`config.mk`:
```
export PLATFORM = sky130hd
export DESIGN_NAME = ball_tick_gen
export DESIGN_NICKNAME = d
export VERILOG_FILES = /design/src/rtl/ball_tick_gen.sv
export SDC_FILE = /design/constraint.sdc
export NUM_CORES = 1
export LEC_CHECK = 0
export CAP_MARGIN = 20
export CORE_MARGIN = 2
export CORE_UTILIZATION = 51
export DETAILED_ROUTE_END_ITERATION = 16
export PLACE_DENSITY_LB_ADDON = 0.2
export SLEW_MARGIN = 20
export SYNTH_ARGS = -nofsm -noshare
export SYNTH_HDL_FRONTEND = slang
export SYNTH_SLANG_ARGS = --single-unit
```
`constraint.sdc`:
```
create_clock -name clock -period 1.7 [get_ports clock]
set_input_delay 0.255 -clock clock [delete_from_list [all_inputs] [get_ports clock]]
set_output_delay 0.255 -clock clock [all_outputs]
set_load 0.01 [all_outputs]
```
`src/rtl/ball_tick_gen.sv`:
```
// ---------------------------------------------------------------------------
// ball_tick_gen
//
// Ball-speed timebase for the court. Emits a single-cycle `tick` enable that
// steps the ball one LED position. The tick period shortens by STEP on every
// return (`hit`) down to MIN_PERIOD, and goes back to BASE_PERIOD when the
// point is over (`rally_end`). Everything stays on `clock`; downstream logic
// qualifies on `tick` rather than using a divided clock.
//
// Ports:
//   clock       in   1      system clock
//   reset       in   1      synchronous, active-high reset
//   enable      in   1      rally active; low holds the counter at 0, no ticks
//   pause       in   1      freeze counter and tick (level still updates)
//   hit         in   1      one-cycle pulse: ball returned, speed up a level
//   rally_end   in   1      one-cycle pulse: point over, level back to 0
//   tick        out  1      registered one-cycle movement enable
//   level       out  LVL_W  current speed level (0..LEVELS-1)
//   period_cur  out  CNT_W  period of the count now in progress
//   at_max      out  1      level == LEVELS-1
//
// Build option:
//   BALL_TICK_RESTART_EN  when defined, a `hit` (not masked by `rally_end`)
//                         while enabled restarts the count with the new
//                         period, realigning the tick phase to the return.
//                         When undefined, a new period only takes effect at
//                         the next natural wrap.
// ---------------------------------------------------------------------------
module ball_tick_gen #(
  parameter int               CNT_W       = 26,
  parameter int               LEVELS      = 8,
  parameter int               LVL_W       = 3,
  parameter logic [CNT_W-1:0] BASE_PERIOD = 26'h0FFFFFF,
  parameter logic [CNT_W-1:0] STEP        = 26'h0200000,
  parameter logic [CNT_W-1:0] MIN_PERIOD  = 26'h0100000
) (
  input  logic             clock,
  input  logic             reset,
  input  logic             enable,
  input  logic             pause,
  input  logic             hit,
  input  logic             rally_end,
  output logic             tick,
  output logic [LVL_W-1:0] level,
  output logic [CNT_W-1:0] period_cur,
  output logic             at_max
);

  // Wide enough that level*STEP and the subtraction from BASE_PERIOD can
  // never wrap.
  localparam int W       = CNT_W + LVL_W;
  localparam int N_CODES = 2 ** LVL_W;

  localparam logic [LVL_W-1:0] LVL_MAX = LVL_W'(LEVELS - 1);
  localparam logic [LVL_W-1:0] LVL_ONE = LVL_W'(1);
  localparam logic [CNT_W-1:0] CNT_ONE = CNT_W'(1);

  // max(BASE_PERIOD - lvl*STEP, MIN_PERIOD), truncated to the counter width.
  function automatic logic [CNT_W-1:0] target_of(input int lvl);
    logic [W-1:0] base_w;
    logic [W-1:0] step_w;
    logic [W-1:0] min_w;
    logic [W-1:0] prod_w;
    logic [W-1:0] diff_w;
    base_w = W'(BASE_PERIOD);
    step_w = W'(STEP);
    min_w  = W'(MIN_PERIOD);
    prod_w = W'(lvl) * step_w;
    if (prod_w >= base_w) begin
      diff_w = '0;
    end else begin
      diff_w = base_w - prod_w;
    end
    if (diff_w < min_w) begin
      diff_w = min_w;
    end
    return diff_w[CNT_W-1:0];
  endfunction

  localparam logic [CNT_W-1:0] RESET_PERIOD = target_of(0);

  // -------------------------------------------------------------------------
  // Per-level target period table. Every level code is a constant, so this
  // folds to a small lookup instead of a run-time multiplier. Codes above
  // LEVELS-1 are unreachable; they repeat the top level's period so the
  // table is fully defined.
  // -------------------------------------------------------------------------
  logic [CNT_W-1:0] target_tab [N_CODES];

  genvar gi;
  generate
    for (gi = 0; gi < N_CODES; gi++) begin : g_target_tab
      localparam int LVL_SAT = (gi < LEVELS) ? gi : (LEVELS - 1);
      assign target_tab[gi] = target_of(LVL_SAT);
    end
  endgenerate

  // -------------------------------------------------------------------------
  // State
  // -------------------------------------------------------------------------
  logic [CNT_W-1:0] count_reg;
  logic [CNT_W-1:0] count_next;
  logic [CNT_W-1:0] period_reg;
  logic [CNT_W-1:0] period_next;
  logic [LVL_W-1:0] level_reg;
  logic [LVL_W-1:0] level_next;
  logic             tick_reg;
  logic             tick_next;

  logic [CNT_W-1:0] target_cur;
  logic             wrap;

  // Period for the level currently held; this is what a wrap (or the
  // disabled reload) picks up.
  assign target_cur = target_tab[level_reg];
  assign wrap       = (count_reg == (period_reg - CNT_ONE));

`ifdef BALL_TICK_RESTART_EN
  logic [CNT_W-1:0] target_hit;
  logic             restart;

  // A restart takes the period of the level the hit is moving to, so the
  // realigned count runs at the new speed straight away.
  assign target_hit = target_tab[level_next];
  assign restart    = enable && hit && !rally_end;
`endif

  // -------------------------------------------------------------------------
  // Level: rally_end has priority over hit; hit saturates at the top level.
  // Independent of enable/pause so the rally controller is never ignored.
  // -------------------------------------------------------------------------
  always_comb begin
    level_next = level_reg;
    if (rally_end) begin
      level_next = '0;
    end else if (hit && (level_reg != LVL_MAX)) begin
      level_next = level_reg + LVL_ONE;
    end
  end

  // -------------------------------------------------------------------------
  // Period counter and tick.
  // The period in progress is latched in period_reg and only replaced at a
  // wrap, so a speed change never shortens or stretches a count mid-flight.
  // A disabled counter tracks the target every cycle so the first period
  // after enable already reflects the current level.
  // -------------------------------------------------------------------------
  always_comb begin
    count_next  = count_reg;
    period_next = period_reg;
    tick_next   = 1'b0;
    if (!enable) begin
      count_next  = '0;
      period_next = target_cur;
`ifdef BALL_TICK_RESTART_EN
    end else if (restart) begin
      // Aborted period: drop the partial count without issuing a tick.
      count_next  = '0;
      period_next = target_hit;
`endif
    end else if (!pause) begin
      if (wrap) begin
        count_next  = '0;
        period_next = target_cur;
        tick_next   = 1'b1;
      end else begin
        count_next  = count_reg + CNT_ONE;
      end
    end
  end

  always_ff @(posedge clock) begin
    if (reset) begin
      count_reg  <= '0;
      period_reg <= RESET_PERIOD;
      level_reg  <= '0;
      tick_reg   <= 1'b0;
    end else begin
      count_reg  <= count_next;
      period_reg <= period_next;
      level_reg  <= level_next;
      tick_reg   <= tick_next;
    end
  end

  // -------------------------------------------------------------------------
  // Outputs
  // -------------------------------------------------------------------------
  assign tick       = tick_reg;
  assign level      = level_reg;
  assign period_cur = period_reg;
  assign at_max     = (level_reg == LVL_MAX);

endmodule
```
==> results of run 1 <==
[cell type report]
cell class,count,area (um^2)
clock buffer,7,86.3
inverter,2,7.51
timing repair buffer,45,369
sequential,33,663
clock inverter,1,30.0
tap,48,60.1
multi-input combinational,169,1090
fill,339,1300
[routing by layer]
metal / vias to the layer above / wire (um) / track usage [%] / part of all wire [%]
met2: 40 / 1760 / 32.6 / 46
met5: - / 0 / 0 / 0
met1: 734 / 1820 / 24.5 / 47
met3: 6 / 184 / 5.56 / 4.8
met4: 0 / 65 / 7.18 / 1.7
li1: 822 / - / - / -
[cell families (layout without fill, tap and decap cells)]
| logic type | Yosys count | after routing | share of synthesized area, % |
|---|---|---|---|
| compound gates | 33 | 33 | 12.1 |
| xor+xnor | 16 | 16 | 7.46 |
| fa+ha+maj | 4 | 4 | 2.66 |
| buf+inv | 34 | 55 | 12.1 |
| flops | 33 | 33 | 35.2 |
| mux | 2 | 2 | 1.07 |
| other cells | 2 | 23 | 0.400 |
| simple gates | 91 | 91 | 29.1 |
[power groups by stage]
stage | registers (mW) | logic [mW] | clock network [mW]
3_5_place_dp | 0.803 | 0.115 | 0
2_1_floorplan | 0.807 | 0.103 | 0
5_1_grt | 0.786 | 0.129 | 0.831
6_report | 0.785 | 0.118 | 0.766
3_3_place_gp | 0.803 | 0.115 | 0
4_1_cts | 0.785 | 0.116 | 0.792
[synthesized netlist by cell type (4+ instances only)]
cell type  count
a21oi_1        9
and4_1         4
buf_4         26
clkbuf_1       4
dfxtp_1       33
ha_1           4
nand2_1        6
nand3_1       18
nand4_1        6
nor2_1        18
nor3_1         5
o211ai_1       6
o21ai_0        6
or3_1          6
or4_1          4
xnor2_1       11
xor2_1         5
[per-stage QoR]
stage | utilization, % | instances | power (mW)
finish | 63.9 | 305 | 1.67
detailed placement | 60.1 | 297 | 0.918
CTS | 63.4 | 305 | 1.69
global placement | 60.1 | 297 | 0.918
global route | 63.9 | 305 | 1.75
floorplan | - | 236 | 0.910
[repair_timing]
item,CTS,global route
hold endpoints to repair,0,0
resized for setup,2,9
pin swaps,0,0
setup buffers,0,0
endpoints found under the setup margin,1,27
[worst register-to-register path, cell delays in order, from the launching register on]
cell and delay (ns):
dfxtp_1 0.38, and4_2 0.28, nand4_4 0.16, buf_4 0.20
or4_1 0.47, o211ai_1 0.10
[worst paths after layout]
| path | start | endpoint | slack [ns] | depth (start not counted) |
|---|---|---|---|---|
| min reg2reg | level[1] | period_cur[22] | 0.49 | 1 |
| max reg2reg | count_reg[10] | count_reg[19] | 0.04 | 5 |
| min | level[1] | period_cur[22] | 0.49 | 1 |
| max | count_reg[10] | count_reg[19] | 0.04 | 5 |
==> run_results.csv, run 1 <==
group,metric,value,unit
floorplan,rows,22,
grt,grt_max_degree,11,
placement,place.gp.congestion,0.853,
yosys,ys_seq_elements,33,
sta,min_period,1.66,ns
flow_run,drv_cap,0,
clocking,cts_tree,"yes",
floorplan,initial_core_util,52.1,%
yosys,synth_edf_count,0,
worst_setup_path,worst-path-buf-inv,1,
sta,setup-violations-final,0,
worst_setup_path,max_stage_delay,0.47,ns
grt,grt_pass1_wl,6.34,mm
sta,setup_ws,0.0365,ns
floorplan,core,0.00361,mm^2
routing,ant_nets,0,
grt,grt_pass1_vias,1434,
final_layout,largest_reg_flops,26,
worst_hold_path,hold_path_class,"reg2reg",
final_layout,drive_gt1_share,19.5,%
power,p_switching,0.360,mW
yosys,yosysTopAreaCellShare,35.2,%
placement,place.port_buffers,13,
grt,grt_use_total,19.8,%
placement,place_area,0.00217,mm^2
power,p_int,1.31,mW
power,power_density,724,mW/mm^2
power,p_comb_share,7.1,%
routing,viasPerCell,5.25,
worst_setup_path,crit_slowest_cell,"or4_1",
yosys,synthCells,215,
worst_setup_path,path_cells,"and4_2, nand4_4, buf_4, or4_1, o211ai_1",
sta,fmax,601,MHz
clocking,cts_hold_buf,0,
grt,antenna_found_initial,0,
sta,finalHoldViolations,0,
placement,pre_cts_slack,-0.219,ns
clocking,cts_buffers,5,
yosys,syn_avg_cell_area,8.74,um^2
yosys,synth_area,0.00188,mm^2
clocking,root_buffer,"clkbuf_8",
run_status,status,"completed",
yosys,synth_area_leaders,"dfxtp_1, buf_4, xnor2_1, nand3_1, nor2_1",
floorplan,ios,37,
power,leakage,0.883,nW
floorplan,fp.dieH,64.7,um
routing,vias,1602,
grt,grt-ovfl-total,0,
routing,drt_iter0_drc,65,
yosys,synthArstFlopShare,0,%
worst_setup_path,cp_top_family,"simple AND/OR/NAND/NOR gates",
sta,fin_worst_skew,0.00299,ns
sta,period_share,97.9,%
final_layout,area_delta_synth_final,22.7,%
clocking,cts.sinks,33,
placement,dp.final_hpwl,2.90,mm
yosys,synth_area_leader_cell,"dfxtp_1",
sta,fin_tns_setup,0,ns
final_layout,diodes,0,
routing,drc_errors,0,
final_layout,final_cell_mix,"buf_4, dfxtp_1, conb_1",
floorplan,dieArea,0.00419,mm^2
clocking,cts.htree.levels,2,
clocking,clockBufferDepth,2,
power,p_clk_share,45.9,%
worst_setup_path,crit_type,"reg2reg",
yosys,synth_ff_type,"dfxtp_1",
sta,slew_violations,0,
worst_setup_path,cp-start-kind,"flip-flop",
worst_setup_path,crit_required,1.91,ns
worst_setup_path,end_kind,"flip-flop",
clocking,clk_latency,0.29,ns
worst_setup_path,critPathMaxFanout,8,
final_layout,mostFrequentLayoutCell,"buf_4",
final_layout,nNetsFinal,266,
routing,wire_per_inst,12.6,um
yosys,yosys_warnings,0,
sta,holdWs,0.489,ns
worst_setup_path,arrival,1.88,ns
yosys,yosysSeqAreaShare,35.2,%
clocking,clk_pin_slew,0.07,ns
sta,rsz0062_at_grt,"false",
routing,first_pass_iters,4,
floorplan,die_w,64.7,um
yosys,netlist-cell-type-count,43,
power,pwr-share-seq,47.0,%
power,switching_share,21.6,%
power,peakVddDrop,0.436,mV
routing,wirelength,3.84,mm
final_layout,design_area,0.00231,mm^2
(Power assumes the default switching activity.)
==> run 2, diff against run 1 <==
PLACE_DENSITY = 0.77   (was default)
PLACE_DENSITY_LB_ADDON = default   (was 0.2)
==> run_results.csv, run 2 (synthesized netlist as in run 1, its figures left out) <==
group,metric,value,unit
grt,grt_use_total,21.5,%
placement,dp.cells,293,
worst_setup_path,worstRegToRegCells,5,
final_layout,instances_no_fill,301,
power,pwr-share-seq,52.5,%
power,p_clk_share,39.4,%
worst_setup_path,max_stage_delay,0.46,ns
worst_hold_path,hold_path_depth,2,
placement,dp.final_hpwl,2.83,mm
clocking,cts_tree,"yes",
sta,min_period,1.63,ns
worst_setup_path,crit_slowest_cell,"or4_1",
worst_setup_path,crit_required,1.91,ns
routing,wire_per_inst,13.0,um
clocking,clockBufferDepth,2,
clocking,cts.sinks,33,
routing,drc_errors,0,
sta,fmax,615,MHz
final_layout,area_delta_synth_final,21.5,%
floorplan,ios,37,
final_layout,diodes,0,
placement,place.gp.congestion,0.897,
worst_setup_path,reg2reg_setup_slack,0.07,ns
floorplan,initial_core_util,52.1,%
routing,drt_iter0_drc,73,
final_layout,design_area,0.00228,mm^2
clocking,clk_pin_slew,0.07,ns
floorplan,rows,22,
power,leakage,0.865,nW
worst_hold_path,hold_path_class,"reg2reg",
grt,grt_pass1_vias,1521,
worst_setup_path,crit_type,"reg2reg",
clocking,cts_buffers,5,
final_layout,final_cell_mix,"dfxtp_1, buf_4, conb_1",
grt,grt-ovfl-total,0,
sta,slew_violations,0,
routing,viasPerCell,5.28,
floorplan,core,0.00361,mm^2
final_layout,largest_reg_flops,26,
routing,wirelength,3.92,mm
worst_setup_path,critPathMaxFanout,7,
run_status,status,"completed",
clocking,clk_latency,0.28,ns
grt,grt_pass1_wl,6.84,mm
placement,place_area,0.00214,mm^2
routing,first_pass_iters,4,
clocking,cts_hold_buf,0,
sta,fin_worst_skew,0.00596,ns
sta,rsz0062_at_grt,"false",
floorplan,fp.dieH,64.7,um
final_layout,mostFrequentLayoutCell,"dfxtp_1",
worst_setup_path,reg2reg_to,"count_reg[19]",
power,power_density,656,mW/mm^2
floorplan,dieArea,0.00419,mm^2
grt,grt_max_degree,14,
worst_setup_path,path_cells,"and4_4, nand4_4, buf_12, or4_1, o211ai_1",
power,switching_share,22.9,%
routing,vias,1590,
power,p_int,1.15,mW
clocking,cts.htree.levels,2,
power,p_switching,0.343,mW
flow_run,drv_cap,0,
worst_hold_path,worst_hold_path.endpoint,"count_reg[14]",
worst_setup_path,cp-start-kind,"flip-flop",
power,peakVddDrop,0.585,mV
power,p_comb_share,8.0,%
worst_setup_path,end_kind,"flip-flop",
final_layout,drive_gt1_share,19.4,%
clocking,root_buffer,"clkbuf_8",
sta,setup-violations-final,0,
sta,finalHoldViolations,0,
worst_setup_path,r2r_start,"count_reg[11]",
routing,ant_nets,0,
final_layout,nNetsFinal,263,
worst_setup_path,arrival,1.84,ns
grt,antenna_found_initial,0,
placement,place.port_buffers,13,
worst_hold_path,min_from,"count_reg[14]",
floorplan,die_w,64.7,um
sta,period_share,95.7,%
run 2: how the worst max path moves through the flow:
stage	depth (start not counted)	slack, ns	endpoint	startpoint
floorplan	6	0.10	count_reg[22]	count_reg[0]
global placement	6	-0.16	count_reg[19]	pause
detailed placement	6	-0.24	period_cur[23]	pause
CTS	5	0.003	period_cur[22]	count_reg[10]
global route	5	0.004	count_reg[25]	count_reg[3]
finish	5	0.07	count_reg[19]	count_reg[11]
run 2: layer usage:
layer,share of wire (%),GRT usage (%)
met1,44,26.2
met3,4.5,7.29
met4,2.1,10.9
met2,49,33.5
met5,0,0
run 2: power by group through the flow:
stage / Combinational, mW / Sequential, mW / Clock, mW
CTS: 0.116 / 0.786 / 0.604
floorplan: 0.103 / 0.807 / 0
finish: 0.120 / 0.786 / 0.591
global placement: 0.114 / 0.803 / 0
detailed placement: 0.115 / 0.803 / 0
global route: 0.134 / 0.786 / 0.653
run 2: final cells by class:
cell class	count	area (um^2)
fill	316	1320
multi-input combinational	169	1110
sequential	33	664
timing repair buffer	42	359
clock buffer	7	86.3
tap	48	60.1
inverter	2	7.51
run 2: worst max-delay path: cells and delay by family (launching register included):
family,cells,cell delay (ns)
and+or+nand+nor,3,0.90
DFF,1,0.36
buffers and inverters,1,0.18
AOI/OAI and AO/OA,1,0.10
run 2: metrics by stage:
step           setup slack (ns)  setup TNS (ns)  hold slack, ns  total power, mW  util, %
4_1_cts                 0.00294               0           0.483             1.51     61.7
6_report                 0.0729               0           0.488             1.50     63.3
3_5_place_dp             -0.238           -4.03           0.472            0.918     59.3
5_1_grt                 0.00352               0           0.530             1.57     63.3
3_3_place_gp             -0.163           -3.08           0.466            0.916     59.3
2_1_floorplan             0.102               0           0.332            0.910        -
run 2: timing repair:
action                                 CTS  global route
setup endpoints to repair                4            28
pin swaps                                0             2
gates resized for setup                  4            12
buffers inserted                         0             1
endpoints found under the hold margin    0             0
